--- config.mk ---
export PLATFORM = sky130hd
export DESIGN_NAME = fmps_packet_rx
export DESIGN_NICKNAME = d
export VERILOG_FILES = /design/src/rtl/fmps_packet_rx.sv
export SDC_FILE = /design/constraint.sdc
export NUM_CORES = 1
export LEC_CHECK = 0
export BUFFER_PORTS_ARGS = -buffer_cell sky130_fd_sc_hd__buf_2
export CORE_UTILIZATION = 40
export DETAILED_ROUTE_END_ITERATION = 10
export PLACE_DENSITY = 0.65
export SLEW_MARGIN = 40
export SYNTH_ARGS = -nofsm -noshare
export SYNTH_HDL_FRONTEND = slang
export SYNTH_SLANG_ARGS = --single-unit
--- constraint.sdc ---
create_clock -name auroraUserClk -period 2.2 [get_ports auroraUserClk]
set_input_delay 0.55 -clock auroraUserClk [delete_from_list [all_inputs] [get_ports auroraUserClk]]
set_output_delay 0.55 -clock auroraUserClk [all_outputs]
set_load 0.005 [all_outputs]
--- src/rtl/fmps_packet_rx.sv ---
// FMPS test link receiver: parses header + payload words from the
// Aurora RX stream and reports good packets, framing status and counts.
module fmps_packet_rx #(
  parameter int MAGIC_WIDTH     = 16,
  parameter int MAGIC_START_BIT = 16,
  parameter int INDEX_WIDTH     = 5,
  parameter int INDEX_START_BIT = 10,
  parameter int NUM_DATA_WORDS  = 1,
  parameter int COUNT_WIDTH     = 8
) (
  input  logic                         auroraUserClk,
  input  logic                         auroraResetN,
  input  logic                         auroraChannelUp,
  input  logic                         auroraFAstrobe,
  input  logic [MAGIC_WIDTH-1:0]       expectedHeaderMagic,
  input  logic [31:0]                  AXIS_RX_tdata,
  input  logic                         AXIS_RX_tvalid,
  input  logic                         AXIS_RX_tlast,
  output logic                         AXIS_RX_tready,
  output logic                         packetStrobe,
  output logic [INDEX_WIDTH-1:0]       packetIndex,
  output logic [32*NUM_DATA_WORDS-1:0] packetData,
  output logic                         statusStrobe,
  output logic [1:0]                   statusCode,
  output logic [COUNT_WIDTH-1:0]       cyclePacketCount
);

  localparam int DW = 32 * NUM_DATA_WORDS;
  localparam int CW = (NUM_DATA_WORDS > 1) ? $clog2(NUM_DATA_WORDS) : 1;
  localparam logic [CW-1:0] LAST_WORD = CW'(NUM_DATA_WORDS - 1);

  localparam logic [1:0] S_HDR  = 2'd0;
  localparam logic [1:0] S_DATA = 2'd1;
  localparam logic [1:0] S_DISC = 2'd2;

  localparam logic [1:0] ST_OK    = 2'd0;
  localparam logic [1:0] ST_MAGIC = 2'd1;
  localparam logic [1:0] ST_SHORT = 2'd2;
  localparam logic [1:0] ST_LONG  = 2'd3;

  logic [1:0]             state_q, state_d;
  logic [CW-1:0]          cnt_q, cnt_d;
  logic                   bad_q, bad_d;
  logic [INDEX_WIDTH-1:0] stIdx_q, stIdx_d;
  logic [DW-1:0]          stData_q, stData_d;
  logic                   ready_q;
  logic                   pktStb_q, pktStb_d;
  logic                   stsStb_q, stsStb_d;
  logic [1:0]             code_q, code_d;
  logic [INDEX_WIDTH-1:0] idx_q, idx_d;
  logic [DW-1:0]          data_q, data_d;
  logic [COUNT_WIDTH-1:0] run_q, run_d;
  logic [COUNT_WIDTH-1:0] cyc_q, cyc_d;

  logic                   beat;
  logic                   hdrOk;
  logic [DW-1:0]          merged;
  logic [COUNT_WIDTH-1:0] runInc;

  assign beat  = AXIS_RX_tvalid & ready_q;
  assign hdrOk = AXIS_RX_tdata[MAGIC_START_BIT +: MAGIC_WIDTH]
                 == expectedHeaderMagic;

  // Staged payload with the current beat dropped into its word slot.
  always_comb begin
    merged = stData_q;
    for (int w = 0; w < NUM_DATA_WORDS; w++) begin
      if (cnt_q == CW'(w)) merged[w*32 +: 32] = AXIS_RX_tdata;
    end
  end

  // Framing FSM; a bad-magic packet reports its status on its tlast beat.
  always_comb begin
    state_d  = state_q;
    cnt_d    = cnt_q;
    bad_d    = bad_q;
    stIdx_d  = stIdx_q;
    stData_d = stData_q;
    pktStb_d = 1'b0;
    stsStb_d = 1'b0;
    code_d   = code_q;
    idx_d    = idx_q;
    data_d   = data_q;
    if (!auroraChannelUp) begin
      state_d = S_HDR;
      cnt_d   = '0;
      bad_d   = 1'b0;
    end else if (beat) begin
      unique case (1'b1)
        (state_q == S_HDR): begin
          stIdx_d = AXIS_RX_tdata[INDEX_START_BIT +: INDEX_WIDTH];
          cnt_d   = '0;
          unique case ({hdrOk, AXIS_RX_tlast})
            2'b01: begin
              stsStb_d = 1'b1;
              code_d   = ST_MAGIC;
            end
            2'b00: begin
              state_d = S_DISC;
              bad_d   = 1'b1;
            end
            2'b11: begin
              stsStb_d = 1'b1;
              code_d   = ST_SHORT;
            end
            default: state_d = S_DATA;
          endcase
        end
        (state_q == S_DATA): begin
          stData_d = merged;
          cnt_d    = cnt_q + CW'(1);
          if (cnt_q == LAST_WORD) begin
            stsStb_d = 1'b1;
            if (AXIS_RX_tlast) begin
              code_d   = ST_OK;
              pktStb_d = 1'b1;
              idx_d    = stIdx_q;
              data_d   = merged;
              state_d  = S_HDR;
            end else begin
              code_d  = ST_LONG;
              state_d = S_DISC;
              bad_d   = 1'b0;
            end
          end else if (AXIS_RX_tlast) begin
            stsStb_d = 1'b1;
            code_d   = ST_SHORT;
            state_d  = S_HDR;
          end
        end
        (state_q == S_DISC): begin
          if (AXIS_RX_tlast) begin
            state_d = S_HDR;
            bad_d   = 1'b0;
            if (bad_q) begin
              stsStb_d = 1'b1;
              code_d   = ST_MAGIC;
            end
          end
        end
        default: state_d = S_HDR;
      endcase
    end
  end

  // Good-packet counter; a strobe landing on the FA edge closes that cycle.
  always_comb begin
    runInc = (run_q == '1) ? run_q : run_q + COUNT_WIDTH'(1);
    run_d  = run_q;
    cyc_d  = cyc_q;
    if (auroraFAstrobe) begin
      cyc_d = pktStb_q ? runInc : run_q;
      run_d = '0;
    end else if (pktStb_q) begin
      run_d = runInc;
    end
  end

  // State and output registers.
  always_ff @(posedge auroraUserClk or negedge auroraResetN) begin
    if (!auroraResetN) begin
      state_q  <= S_HDR;
      cnt_q    <= '0;
      bad_q    <= 1'b0;
      stIdx_q  <= '0;
      stData_q <= '0;
      ready_q  <= 1'b0;
      pktStb_q <= 1'b0;
      stsStb_q <= 1'b0;
      code_q   <= '0;
      idx_q    <= '0;
      data_q   <= '0;
      run_q    <= '0;
      cyc_q    <= '0;
    end else begin
      state_q  <= state_d;
      cnt_q    <= cnt_d;
      bad_q    <= bad_d;
      stIdx_q  <= stIdx_d;
      stData_q <= stData_d;
      ready_q  <= auroraChannelUp;
      pktStb_q <= pktStb_d;
      stsStb_q <= stsStb_d;
      code_q   <= code_d;
      idx_q    <= idx_d;
      data_q   <= data_d;
      run_q    <= run_d;
      cyc_q    <= cyc_d;
    end
  end

  assign AXIS_RX_tready   = ready_q;
  assign packetStrobe     = pktStb_q;
  assign packetIndex      = idx_q;
  assign packetData       = data_q;
  assign statusStrobe     = stsStb_q;
  assign statusCode       = code_q;
  assign cyclePacketCount = cyc_q;

endmodule

# Yosys cells after proc, flatten, opt, wreduce, memory -nomap -nowiden
# Index checks and enable logic that the tools add are counted.
# Widths: inputs -> output; s select.
# totals
ff_bits,99
latchBits,0
mem_bits_rw,0
rom_bits,0
in_bits,54
mem_count,0
# classes
n_addsub,2
mul,0
div_mod_pow,0
order_cmp,0
n_eq_ne,18
shifts,0
n_mux,40
bitwise,2
reduce_logical,11
# op_table
cell,count
$mux 32,1
$mux 8,3
$mux 2,10
$mux 1,19
$eq 16x16->1,1
$ne 3x3->1 const B,5
$pmux 2 s3,2
$add 8x1->8 const B,1
$eq 8x8->1 const B,1
$pmux 2 s2,2
$reduce_and 7->1,1
$ne 3x1->1 const B,2
$pmux 1 s3,2
$reduce_and 3->1,2
$reduce_and 6->1,1
$reduce_and 5->1,1
$eq 2x1->1 const B,2
$eq 2x2->1 const B,2
$logic_not 2->1,2
$ne 2x2->1 const B,2
$ne 4x1->1 const B,1
$reduce_and 2->1,2
$ne 3x2->1 const B,1
$reduce_bool 3->1,1
6 further kinds,6

# Logic depth before layout (Yosys ltp)
# logic_depth
word_depth,7
ltp_mapped,9
depth_no_buf,7

# Worst setup path before layout
# Ideal clock, no wire load.
# synth_path
kind,register to register
from,register state_q[1]
to,register stData_q[0]
setup_time_ps,125
arrival_time_ps,1552
required_ps,2075
setup_slack_ps,523
stages_incl_launch_ff,7
synth_period_minus_slack_ps,1677
cell_sequence,dfrtp_1 > inv_1 > ha_1 > nand2b_1 > nor2_4 > buf_2 > mux2_2
# synth_via
elab_chain_len,2
# synth_rtl
item,line,source
from (decl),41,"logic [1:0] state_q, state_d;"
from (signal assigned),176,state_q <= state_d;
$eq 2x1->1,109,(state_q == S_DATA): begin
$reduce_and 3->1 (no source line),-,
to (signal assigned),180,stData_q <= stData_d;
to (decl),45,"logic [DW-1:0] stData_q, stData_d;"
# No other way between the ends.
# A chain may end at the register's enable or synchronous reset.

# Worst setup path after layout
# layout_path
from,register state_q[1]
to,register stData_q[1]
# Same word-level chain as after synthesis.

==> results.md <==
* Final Skew at 0.00607 ns
* Post-CTS setup buffer count at 0
* Maxcap violations at 0
* Grt ovf at 0
* Die area at 0.0115 mm^2
* VDD IR max at 305 uV
* Sum Neg Setup Slack at 0 ns
* Area occupied by registers at 0.00245 mm^2
* Syn Inst Count at 372
* Critical Path RT at 2.45 ns
* Hold_ws at 0.135 ns
* Combinational share of power at 0.070
* CTS Hold Bufs at 0
* FMAX at 502 MHz
* First-pass GRT wire length at 15300 um
* Routed vias at 3066
* FP Rows at 37
* Layout cells sized above 1 at 0.371
* Worst-skew pair later-pin latency at 0.36 ns
* Initial antenna violation count at 0
* Sequential area share after synthesis at 0.556
* Tightest Hold Check Type: input port to async pin
* Largest net degree at the start of global routing at 48
* Total CTS buffers at 9
* Final Hold Fails at 0
* All-Layer GR Usage at 0.173
* Post-synth top area share at 0.556
* FF-to-FF End: stData_q[1]$_DFFE_PN0P_
* R2r worst-path depth at 6
* Layout area overhead at 21.7%
* Initial DRC count at 122
* Crit path launch type: register
* Post-layout util at 0.511
* Post_cts resized at 0
* Dpl cells at 605
* Clock Sinks at 98
* Synth Area per Inst at 11.9 um^2
* Final setup fails at 0
* Final non-filler cell total at 621
* Power Dens Cells at 630 mW/mm^2
* Clk pwr share at 0.383
* Antenna cells at 0
* Vias in the first global route at 3145
* Design Power at 3.38 mW
* I/O pins at 104
* Status: completed
* Buffers on Ports at 103
* Period utilisation layout at 0.905
* Hpwl dp at 6610 um
* Synth Warn # at 0
* Worst slew pin tran at 0.465 ns
* Seq pwr share at 0.548
* Sw Ratio at 0.228
* Remaining DRCs at 0
* Multi-input logic area at 0.00185 mm^2
* Via/cell ratio at 4.94
* Net Sw Power at 0.770 mW
* Yosys cell types at 40
* P_leak at 2.72 nW
* CP max FO at 20
* CTS tree: yes
* Clk root buf: clkbuf_8
* #FFs+latches synth at 98
* WP data arrival at 2.24 ns
* Fillers at 951
* Synthesized area at 0.00441 mm^2
* Final GP Congestion at 0.941
* Pint at 2.61 mW
* Post-DRT Antenna Nets at 0
* Starting Density at 0.420
* Register-to-Register Setup Slack at 0.21 ns
* Reg clk slew, reported paths at 0.09 ns
* Rel. slew slack at 0.690
* DIE WIDTH at 107 um
* Chip height at 107 um
* Net count after synthesis at 431
* Worst Setup End Kind: register
* RSZ-0062 raised after global routing: false
* Clock Tree Buf Depth at 2
* Max-slew violation count at 0
* Detailed-route wire length per cell at 14.7 um
* Htree depth at 3
* Final nets at 539
* Tmin final at 1.99 ns
* Top cells by area, synth: dfrtp_1, mux2_2, mux2i_1
* Final WL at 9140 um
* CP Class: register to register
* Core area at 0.0105 mm^2
* DR pass1 iterations at 4
* Worst R2R Start: state_q[1]$_DFFE_PN0P_
* Cell taking the most area after synthesis: dfrtp_1
==> metal layers <==
| layer | track usage | routed length (um) | share of wire | up-vias |
|---|---|---|---|---|
| met5 | 0 | 0 | 0 | - |
| met4 | 0.0773 | 159 | 0.017 | 0 |
| met1 | 0.220 | 4260 | 0.47 | 1454 |
| met2 | 0.285 | 4250 | 0.47 | 94 |
| met3 | 0.0347 | 462 | 0.051 | 11 |
| li1 | - | - | - | 1507 |
==> worst max-delay path, stage by stage, from the launching register on <==
cell and delay [ns]:
dfrtp_1 0.44, inv_1 0.10, ha_1 0.30, nand2b_1 0.20
nor2_4 0.15, buf_4 0.31, mux2_2 0.37
==> power groups by stage <==
stage / combinational (mW) / clock [mW] / sequential, mW
global placement: 0.235 / 0 / 1.88
finish: 0.236 / 1.29 / 1.85
floorplan: 0.0918 / 0 / 1.88
CTS: 0.243 / 1.34 / 1.85
global route: 0.269 / 1.41 / 1.86
detailed placement: 0.241 / 0 / 1.89
==> cells by family (layout without fill, tap and decap cells) <==
group / count (synthesis) / count (layout) / share of synthesized area
buffers and inverters: 24 / 137 / 0.0241
adder cells (fa/ha/maj): 5 / 5 / 0.0142
AND/OR/NAND/NOR: 93 / 93 / 0.103
AO/OA/AOI/OAI: 52 / 52 / 0.0647
multiplexers: 80 / 80 / 0.199
XOR/XNOR: 20 / 20 / 0.0397
flip-flops: 98 / 98 / 0.556
==> cell usage after synthesis <==
cell and instances:
a2111oi_0 1, a211o_1 1, a21o_1 1, a21oi_1 9
a31o_1 1, a31oi_1 1, and2_1 1, and3_1 1
and4_1 1, buf_1 1, buf_2 7, buf_6 1
clkbuf_1 8, dfrtp_1 98, ha_1 5, inv_1 7
mux2_2 37, mux2_4 6, mux2i_1 37, nand2_1 44
nand2_2 1, nand2b_1 3, nand3_1 6, nand3_2 1
nand4_1 5, nand4_2 1, nor2_1 16, nor2_4 1
nor2b_1 2, nor3_1 2, nor3_2 1, nor4_1 4
nor4_2 1, nor4b_1 1, o211ai_1 2, o21ai_0 26
o21ai_1 9, o311a_1 1, or4_1 1, xor2_1 20
==> worst max path at each step <==
| stage | from | endpoint | slack (ns) | depth (start not counted) |
|---|---|---|---|---|
| after floorplan | state_q[1]$_DFFE_PN0P_ | stData_q[0]$_DFFE_PN0P_ | 0.52 | 6 |
| after global placement | AXIS_RX_tdata[16] | statusCode[0]$_DFFE_PN0P_ | 0.15 | 6 |
| after detailed placement | AXIS_RX_tdata[16] | statusCode[0]$_DFFE_PN0P_ | 0.11 | 6 |
| after CTS | state_q[1]$_DFFE_PN0P_ | stData_q[1]$_DFFE_PN0P_ | 0.22 | 6 |
| after global routing | state_q[1]$_DFFE_PN0P_ | stData_q[3]$_DFFE_PN0P_ | 0.09 | 6 |
| final | state_q[1]$_DFFE_PN0P_ | stData_q[1]$_DFFE_PN0P_ | 0.21 | 6 |
==> sequential cells by signal, summed over array words and instances, names as in the netlist <==
register / cells
run_q: 8
statusStrobe: 1
bad_q: 1
AXIS_RX_tready: 1
packetStrobe: 1
state_q: 2
packetIndex: 5
cyclePacketCount: 8
cnt_q: 1
packetData: 32
statusCode: 2
stData_q: 31
stIdx_q: 5
==> stage by stage <==
step / setup WS (ns) / area [um^2]
final: 0.209 / 5370
after global routing: 0.0897 / 5370
after CTS: 0.218 / 5370
after detailed placement: 0.105 / 5140
after global placement: 0.153 / 5140
after floorplan: 0.523 / 4410
==> final cells by class <==
type	count	share of cell area
Sequential cell	98	0.457
Multi-Input combinational cell	250	0.345
Timing Repair Buffer	114	0.119
Tap cell	136	0.0317
Clock buffer	10	0.0256
Clock inverter	6	0.0168
Inverter	7	0.00489
==> layout by cell type, fill, tap and decap left out, types with 3 or more instances in the layout <==
master,Yosys,layout
buf_2,7,102
dfrtp_1,98,97
buf_4,0,9
nand3_1,6,6
nor4_1,4,4
mux2i_1,37,37
buf_12,0,3
nand2b_1,3,3
nand2_1,44,44
ha_1,5,5
nand4_1,5,5
o21ai_1,9,9
nor2_1,16,16
clkbuf_8,0,10
mux2_4,6,6
inv_1,7,7
mux2_2,37,37
xor2_1,20,20
o21ai_0,26,26
a21oi_1,9,9
(Power assumes the default switching activity.)
